--- src/rtl/transmitter.sv ---
// UART transmitter: 1 start bit, 8 data bits LSB first, 1 even-parity bit and
// 1 stop bit (2 stop bits when TX_TWO_STOP_EN is defined). The baud divider
// table and the baud_select encoding are the same as the paired receiver's.
// Each bit lasts OVERSAMPLE baud ticks. Data and baud code are latched when a
// frame is accepted, so later changes on the inputs do not affect that frame.
//
// Optional feature macro: TX_TWO_STOP_EN (adds a second stop bit period).
//
// Host handshake: a write is accepted on a rising edge where the FSM is IDLE
// and Tx_EN and Tx_WR are both high. Tx_BUSY is high from the accepting edge
// until the edge that ends the last stop bit. On that edge Tx_DONE pulses for
// one cycle. Writes made while Tx_BUSY is high or Tx_EN is low are dropped
// without side effects. A write in the Tx_DONE cycle starts the next frame
// right after the stop bit.
`timescale 1ns/1ps

module transmitter #(
    parameter int CLK_HZ     = 100000000,
    parameter int OVERSAMPLE = 16
) (
    input  logic       clk,
    input  logic       reset,
    input  logic [2:0] baud_select,
    input  logic       Tx_EN,
    input  logic       Tx_WR,
    input  logic [7:0] Tx_DATA,
    output logic       TxD,
    output logic       Tx_BUSY,
    output logic       Tx_DONE,
    output logic [2:0] dbg_state
);

    typedef enum logic [2:0] {
        ST_IDLE   = 3'd0,
        ST_START  = 3'd1,
        ST_DATA   = 3'd2,
        ST_PARITY = 3'd3,
        ST_STOP   = 3'd4
    } state_t;

    // Clock cycles per baud tick, rounded to nearest, minus one (wrap value).
    function automatic logic [14:0] div_limit(input int baud);
        int d;
        d = (CLK_HZ + (OVERSAMPLE * baud) / 2) / (OVERSAMPLE * baud);
        return 15'(d - 1);
    endfunction

    localparam logic [14:0] LIM_300    = div_limit(300);
    localparam logic [14:0] LIM_1200   = div_limit(1200);
    localparam logic [14:0] LIM_4800   = div_limit(4800);
    localparam logic [14:0] LIM_9600   = div_limit(9600);
    localparam logic [14:0] LIM_19200  = div_limit(19200);
    localparam logic [14:0] LIM_38400  = div_limit(38400);
    localparam logic [14:0] LIM_57600  = div_limit(57600);
    localparam logic [14:0] LIM_115200 = div_limit(115200);

    localparam int            TW        = (OVERSAMPLE > 1) ? $clog2(OVERSAMPLE) : 1;
    localparam logic [TW-1:0] TICK_LAST = TW'(OVERSAMPLE - 1);

    state_t          state_q;
    logic [14:0]     div_q;
    logic [14:0]     div_d;
    logic [TW-1:0]   tick_q;
    logic [TW-1:0]   tick_d;
    logic [2:0]      bit_idx_q;
    logic [7:0]      shift_q;
    logic            parity_q;
    logic [2:0]      baud_q;
    logic            txd_q;
    logic            busy_q;
    logic            done_q;

    logic [14:0]     div_lim;
    logic            tick;
    logic            bit_end;
    logic            accept;
    logic            last_stop;

`ifdef TX_TWO_STOP_EN
    // Second stop bit: set after the first stop bit period completes.
    logic            stop_cnt_q;
    assign last_stop = stop_cnt_q;
`else
    assign last_stop = 1'b1;
`endif

    // Divider wrap value for the baud code latched with the current frame.
    always_comb begin
        div_lim = LIM_115200;
        case (baud_q)
            3'd0:    div_lim = LIM_300;
            3'd1:    div_lim = LIM_1200;
            3'd2:    div_lim = LIM_4800;
            3'd3:    div_lim = LIM_9600;
            3'd4:    div_lim = LIM_19200;
            3'd5:    div_lim = LIM_38400;
            3'd6:    div_lim = LIM_57600;
            default: div_lim = LIM_115200;
        endcase
    end

    // Baud tick generation and per-bit tick counting; bit_end marks the last tick of a bit.
    always_comb begin
        tick    = (div_q == div_lim);
        div_d   = tick ? 15'd0 : (div_q + 15'd1);
        bit_end = tick && (tick_q == TICK_LAST);
        if (bit_end) begin
            tick_d = '0;
        end else if (tick) begin
            tick_d = tick_q + 1'b1;
        end else begin
            tick_d = tick_q;
        end
        accept = (state_q == ST_IDLE) && Tx_EN && Tx_WR;
    end

    // Frame sequencer: counters, latched frame contents and registered line outputs.
    always_ff @(posedge clk or negedge reset) begin
        if (!reset) begin
            state_q    <= ST_IDLE;
            div_q      <= '0;
            tick_q     <= '0;
            bit_idx_q  <= '0;
            shift_q    <= '0;
            parity_q   <= 1'b0;
            baud_q     <= '0;
            txd_q      <= 1'b1;
            busy_q     <= 1'b0;
            done_q     <= 1'b0;
`ifdef TX_TWO_STOP_EN
            stop_cnt_q <= 1'b0;
`endif
        end else begin
            done_q <= 1'b0;

            // Counters only run while a frame is in flight; IDLE holds them at zero
            // so that an accepted frame always starts on a clean bit boundary.
            if (state_q == ST_IDLE) begin
                div_q  <= '0;
                tick_q <= '0;
            end else begin
                div_q  <= div_d;
                tick_q <= tick_d;
            end

            case (state_q)
                ST_IDLE: begin
                    txd_q  <= 1'b1;
                    busy_q <= 1'b0;
                    if (accept) begin
                        shift_q   <= Tx_DATA;
                        parity_q  <= ^Tx_DATA;
                        baud_q    <= baud_select;
                        bit_idx_q <= '0;
                        txd_q     <= 1'b0;
                        busy_q    <= 1'b1;
                        state_q   <= ST_START;
                    end
                end

                ST_START: begin
                    if (bit_end) begin
                        bit_idx_q <= '0;
                        txd_q     <= shift_q[0];
                        state_q   <= ST_DATA;
                    end
                end

                ST_DATA: begin
                    if (bit_end) begin
                        if (bit_idx_q == 3'd7) begin
                            txd_q   <= parity_q;
                            state_q <= ST_PARITY;
                        end else begin
                            // Shift so the next data bit is always at position 0.
                            shift_q   <= {1'b0, shift_q[7:1]};
                            txd_q     <= shift_q[1];
                            bit_idx_q <= bit_idx_q + 3'd1;
                        end
                    end
                end

                ST_PARITY: begin
                    if (bit_end) begin
                        txd_q   <= 1'b1;
                        state_q <= ST_STOP;
`ifdef TX_TWO_STOP_EN
                        stop_cnt_q <= 1'b0;
`endif
                    end
                end

                ST_STOP: begin
                    if (bit_end) begin
                        if (last_stop) begin
                            txd_q   <= 1'b1;
                            busy_q  <= 1'b0;
                            done_q  <= 1'b1;
                            state_q <= ST_IDLE;
                        end
`ifdef TX_TWO_STOP_EN
                        else begin
                            stop_cnt_q <= 1'b1;
                        end
`endif
                    end
                end

                default: begin
                    txd_q   <= 1'b1;
                    busy_q  <= 1'b0;
                    state_q <= ST_IDLE;
                end
            endcase
        end
    end

    assign TxD       = txd_q;
    assign Tx_BUSY   = busy_q;
    assign Tx_DONE   = done_q;
    assign dbg_state = state_q;

endmodule
--- config.mk ---
export PLATFORM = sky130hd
export DESIGN_NAME = transmitter
export DESIGN_NICKNAME = d
export VERILOG_FILES = /design/src/rtl/transmitter.sv
export SDC_FILE = /design/constraint.sdc
export NUM_CORES = 1
export LEC_CHECK = 0
export ABC_AREA = 1
export BUFFER_PORTS_ARGS = -buffer_cell sky130_fd_sc_hd__buf_4
export CAP_MARGIN = 20
export CORE_ASPECT_RATIO = 0.9
export CORE_UTILIZATION = 50
export DETAILED_ROUTE_END_ITERATION = 12
export PLACE_DENSITY = 0.71
export SLEW_MARGIN = 5
export SYNTH_ARGS = -nofsm -noshare
export SYNTH_HDL_FRONTEND = slang
export SYNTH_SLANG_ARGS = --single-unit
export TNS_END_PERCENT = 1
--- constraint.sdc ---
create_clock -name clk -period 1.7 [get_ports clk]
set_input_delay 0.34 -clock clk [delete_from_list [all_inputs] [get_ports clk]]
set_output_delay 0.34 -clock clk [all_outputs]
set_load 0.05 [all_outputs]
==> impl_metrics.yaml, run 1 <==
global_route:
  largest_net_degree_at_the_start_of_global_routing: 41
  groute.layer.met3.usage_pct: 5.00
  global_route.peak_usage_layer: "met2"
  first_global_vias: 2333
  grt_first_pass_wirelength_um: 10700
  track_usage_pct: 26.9
  antenna_violations_before_repair: 0
  groute.layer.met1.usage_pct: 34.8
  grt_overflow_total: 0
  global_route.usage.met2_pct: 46.4
sta:
  final_min_period_over_clock_period_pct: 122
  timing_worst_slew_pin_value_ps: 521
  setup_violations: 34
  drv_slew: 0
  rsz_0062_raised_after_global_routing: "yes"
  final.setup_skew_ps: 3.75
  layout_setup_ws_ps: -378
  fmax_ghz: 0.481
  finalHoldViolCount: 0
  final.min_clock_period_ps: 2080
  slew_headroom_pct: 65.3
  whs_ps: 2.84
layout:
  multiInputGateArea_um2: 1480
  area.growth.synth_to_final_pct: 43.6
  layout_commonest_cell: "nand2_1"
  number_of_nets_in_the_finished_design: 460
  layout_common_cells: "nand2_1, buf_4, nor2_1"
  area.sequential_um2: 1010
  nFillCells: 346
  drive_above_1_share_pct: 35.7
  antennaDiodeCount: 0
clocking:
  clock_latency_ps: 300
  cts_made_buffers: 5
  cts.hold.buffers_added: 0
  cts_sinks: 40
  tritoncts_clock_tree: "done"
  max-clock-path-buffers: 2
  path_clk_slew_ps: 80
  cts.root.buffer_cell: "clkbuf_8"
  htree_levels: 2
min_path:
  timing.hold.worst.class: "input port to async pin"
critical_path:
  timing.critical_path.buf_inv: 3
  worst_ep_arrival_time_ps: 2320
  critical-path-slowest-cell: "dfrtp_1"
  cp_cell_sequence: "buf_12, nor2_4, buf_4, o21ai_2, nand2_1, nor2_1, nand2_1, nor2_4, nand3_4, a21oi_4, buf_6, nand3b_1, nand2_1"
  critPathCaptureType: "flop"
  critical_path.most_common_cell: "nand2_1"
  critical_path_required_ps: 1940
  cell_family_contributing_the_most_delay_on_the_critical_path: "simple AND/OR/NAND/NOR gates"
  worst-setup-path-type: "flop to flop"
  crit_path_start_kind: "flop"
  timing.reg2reg.setup_slack_ps: -380
  worst-path-max-fanout: 8
  max_stage_delay_ps: 380
routing:
  detail_route.first_pass.iterations: 4
  drtAntennaViolNets: 0
  drt_initial_violations: 271
  wl_per_cell_um: 13.0
  wirelength_um: 6570
  dr_total_vias: 2540
  routed_via_density: 5.04
  drc_errors: 0
synth:
  avgSynthCellArea_um2: 7.07
  synthArstFlopShare_pct: 100
  yosysWarnings: 0
  synth.yosys.seq_area_share_pct: 40.6
  yosysTopAreaCell: "dfrtp_1"
  synth_edf_count: 0
  post_synth_inst_count: 349
  synth.ff_latch_count: 40
  synthDominantCellAreaShare_pct: 39.5
  synth_cell_type_count: 34
  synthesis.area_um2: 2470
  synth_ff_type: "dfrtp_1"
  synth.top_cells.by_area: "dfrtp_1, nand2_1, nand3_1"
  synth_nets: 368
placed_design:
  globalplace.congestion: 0.927
  port_buffers: 20
  place_hpwl_um: 4540
status:
  status: "complete, but fails checks"
  failed_checks: "setup timing"
job:
  max-cap-violations: 0
floorplan:
  die_w_um: 76.1
  pin_count: 21
  core_um2: 4600
  fp-row-count: 23
  fp.dieArea_um2: 5220
  initial_core_util_pct: 53.6
  die_h_um: 68.7
power_and_ir_drop:
  power_per_cell_area_nw_per_um2: 531
  leakage_power_total_nw: 1.86
  fin_total_pwr_mw: 1.88
  peak_supply_drop_uv: 442
logic make-up (layout without fill, tap and decap cells):
logic type	count (synthesis)	in the layout	share of synthesized area, %
AO/OA/AOI/OAI	30	30	7.15
XOR/XNOR	16	16	5.68
adder cells (fa/ha/maj)	4	4	2.03
buffers and inverters	41	134	6.74
flip-flops	40	40	40.6
AND/OR/NAND/NOR	218	218	37.8
Yosys cell counts (all sizes together) (2+ instances only):
cell type and count:
nand4 4, xnor2 7, xor2 9, nor2 45
nand2 122, nand3b 2, dfrtp 39, nor3 5
nor3b 2, a21oi 14, nor4 2, clkbuf 3
nand3 35, buf 4, ha 4, o21ai 13
inv 33
stage by stage:
stage,util (%),worst slack [ps],cell area (um^2),std cells,TNS [ps]
2_1_floorplan,-,-101,2550,349,-1090
3_3_place_gp,70.1,-330,3230,489,-9130
3_5_place_dp,70.1,-333,3230,489,-8670
4_1_cts,76.3,-255,3510,504,-5570
5_1_grt,77.0,-488,3540,504,-12850
6_report,77.0,-378,3540,504,-8860
sequential cells by signal (all words and copies together) (netlist names):
signal,count
div_q,15
shift_q,8
tick_q,4
baud_q,3
bit_idx_q,3
dbg_state,3
TxD,1
Tx_BUSY,1
Tx_DONE,1
parity_q,1
layer usage:
| layer | wire, um | share of wire, % |
|---|---|---|
| met5 | 0 | 0 |
| met4 | 82 | 1.2 |
| met3 | 349 | 5.3 |
| met2 | 2980 | 45 |
| met1 | 3160 | 48 |
report_power, final:
part,internal [mW],switching [mW]
logic,0.0418,0.0445
clock network,0.480,0.364
registers,0.950,0
total,1.47,0.409
final timing paths:
check / startpoint / cells after the start / to
hold / removal: reset / 1 / Tx_BUSY
hold reg to reg: Tx_BUSY / 2 / Tx_BUSY
setup reg to reg: baud_q[1] / 13 / shift_q[7]
min in group clk: baud_select[1] / 3 / baud_q[1]
max in group asynchronous: reset / 1 / dbg_state[1]
setup / recovery: baud_q[1] / 13 / shift_q[7]
final cells by class:
cell class / count / share of cell area, %
flip-flops and latches: 40 / 28.5
repair buffers: 92 / 20.3
inverters: 34 / 3.95
multi-input cells: 268 / 41.7
clock buffers: 6 / 2.33
clock inverters: 2 / 1.09
well taps: 62 / 2.19
timing repair:
action,4_1_cts,5_1_grt
pin swaps,17,5
buffers inserted,7,0
endpoints found under the setup margin,34,36
gates resized for setup,35,9
Power figures use the tool's default switching activity.
==> inputs of run 2 (changes only) <==
--- a/config.mk
+++ b/config.mk
@@ -8,7 +8,7 @@
 export ABC_AREA = 1
 export BUFFER_PORTS_ARGS = -buffer_cell sky130_fd_sc_hd__buf_4
 export CAP_MARGIN = 20
-export CORE_ASPECT_RATIO = 0.9
+export CORE_ASPECT_RATIO = 0.5
 export CORE_UTILIZATION = 50
 export DETAILED_ROUTE_END_ITERATION = 12
 export PLACE_DENSITY = 0.71
==> impl_metrics.yaml, run 2 (synthesis gave the netlist of run 1 again) <==
status:
  status: "complete, but fails checks"
  failed_checks: "hold timing, setup timing"
critical_path:
  worst-setup-path-type: "flop to flop"
  number_of_cells_traversed_by_the_worst_register_to_register_path: 14
  max_stage_delay_ps: 500
  critPathCaptureType: "flop"
  cell_family_contributing_the_most_delay_on_the_critical_path: "simple AND/OR/NAND/NOR gates"
  critical-path-slowest-cell: "dfrtp_2"
  worst-path-max-fanout: 8
  cp_cell_sequence: "inv_4, nand2_1, nand2_2, nand2_2, nand2_2, nand2_1, nor2_1, nand2_1, nor2_4, nand3_4, a21oi_4, nand2_4, nand2_1, nand2_1"
  crit_path_start_kind: "flop"
  critical_path.most_common_cell: "nand2_1"
  timing.reg2reg.setup_slack_ps: -350
  critical_path_required_ps: 1900
  timing.critical_path.buf_inv: 1
  r2r-end: "shift_q[6]"
  worst_ep_arrival_time_ps: 2250
  r2r-start: "baud_q[0]"
sta:
  layout_setup_ws_ps: -351
  final.min_clock_period_ps: 2050
  slew_headroom_pct: 64.7
  rsz_0062_raised_after_global_routing: "yes"
  finalHoldViolCount: 3
  final_min_period_over_clock_period_pct: 121
  drv_slew: 0
  timing_worst_slew_pin_value_ps: 530
  totalNegativeSetupSlack_ps: -9060
  setup_violations: 34
  fmax_ghz: 0.488
  whs_ps: -4.90
  final.setup_skew_ps: 9.49
global_route:
  antenna_violations_before_repair: 0
  grt_overflow_total: 0
  largest_net_degree_at_the_start_of_global_routing: 41
  grt_first_pass_wirelength_um: 11000
  track_usage_pct: 28.2
  first_global_vias: 2541
placed_design:
  place_hpwl_um: 4840
  globalplace.congestion: 0.883
  port_buffers: 20
layout:
  layout_commonest_cell: "nand2_1"
  nFillCells: 352
  final_core_util_pct: 75.9
  area.growth.synth_to_final_pct: 40.6
  drive_above_1_share_pct: 34.3
  number_of_nets_in_the_finished_design: 452
  largest_reg_flops: 15
  largestRegisters: "div_q (15), shift_q (8), tick_q (4)"
  antennaDiodeCount: 0
  layout_common_cells: "nand2_1, buf_4, dfrtp_1, nor2_1, nand3_1"
  max_flop_register: "div_q"
floorplan:
  die_h_um: 51.7
  fp-row-count: 17
  initial_core_util_pct: 54.0
  fp.dieArea_um2: 5240
  die_w_um: 101
  core_um2: 4570
  pin_count: 21
clocking:
  max-clock-path-buffers: 2
  path_clk_slew_ps: 90
  cts_made_buffers: 5
  cts.hold.buffers_added: 0
  clock_latency_ps: 310
  tritoncts_clock_tree: "done"
  cts.root.buffer_cell: "clkbuf_8"
  htree_levels: 2
  cts_sinks: 40
routing:
  detail_route.first_pass.iterations: 4
  wirelength_um: 6580
  routed_via_density: 5.10
  drtAntennaViolNets: 0
  drc_errors: 0
  drt_initial_violations: 81
  dr_total_vias: 2551
  wl_per_cell_um: 13.2
power_and_ir_drop:
  leakage_power_total_nw: 1.83
  power_per_cell_area_nw_per_um2: 548
  peak_supply_drop_uv: 465
min_path:
  timing.hold.worst.class: "input port to async pin"
job:
  max-cap-violations: 0
## run 2: per-layer routing
metal  global-route usage, %  up-vias  share of wire, %
li1                        -     1281                 -
met1                    32.5     1200                44
met2                    52.2       53                49
met3                    4.97       17               4.1
met4                    13.0        0               2.7
met5                       0        -                 0
## run 2: what timing repair did
action / in CTS / in global routing
gates resized for setup: 29 / 13
buffers inserted: 4 / 1
pin swaps: 15 / 14
setup endpoints to repair: 35 / 36
## run 2: worst max path at each step
stage / start / to / slack [ps] / cells after the start
finish: baud_q[0] / shift_q[6] / -350 / 14
global route: baud_q[0] / bit_idx_q[0] / -510 / 14
CTS: baud_q[2] / shift_q[4] / -300 / 12
detailed placement: baud_q[0] / shift_q[6] / -340 / 13
global placement: baud_q[1] / shift_q[7] / -280 / 13
floorplan: baud_q[0] / shift_q[7] / -100 / 15
## run 2: through the flow
step | worst slack [ps] | cell area, um^2 | hold WS, ps | cells | power (mW)
after floorplan | -101 | 2550 | 44.4 | 349 | 1.00
after global placement | -283 | 3170 | 349 | 487 | 1.05
after detailed placement | -338 | 3170 | 360 | 487 | 1.06
after CTS | -301 | 3410 | 19.8 | 499 | 1.92
after global routing | -506 | 3470 | 38.7 | 500 | 1.96
final | -351 | 3470 | -4.90 | 500 | 1.90
## run 2: layout make-up
| class | count | area (um^2) | share of cell area [%] |
|---|---|---|---|
| multi-input cells | 268 | 1480 | 42.5 |
| flip-flops and latches | 40 | 1010 | 29.1 |
| repair buffers | 84 | 646 | 18.6 |
| inverters | 34 | 138 | 3.97 |
| clock buffers | 6 | 82.6 | 2.38 |
| well taps | 66 | 82.6 | 2.38 |
| clock inverters | 2 | 38.8 | 1.12 |
## run 2: where the power goes
group          switching [mW]  internal [mW]
logic                  0.0443         0.0419
registers                   0          0.950
clock network           0.383          0.481
## run 2: worst reg2reg max path, delay by kind of cell, from the launching register on
| family | cells | cell delay, ps |
|---|---|---|
| buffers and inverters | 1 | 120 |
| AND/OR/NAND/NOR | 12 | 1100 |
| flip-flops | 1 | 500 |
| AO/OA/AOI/OAI | 1 | 250 |
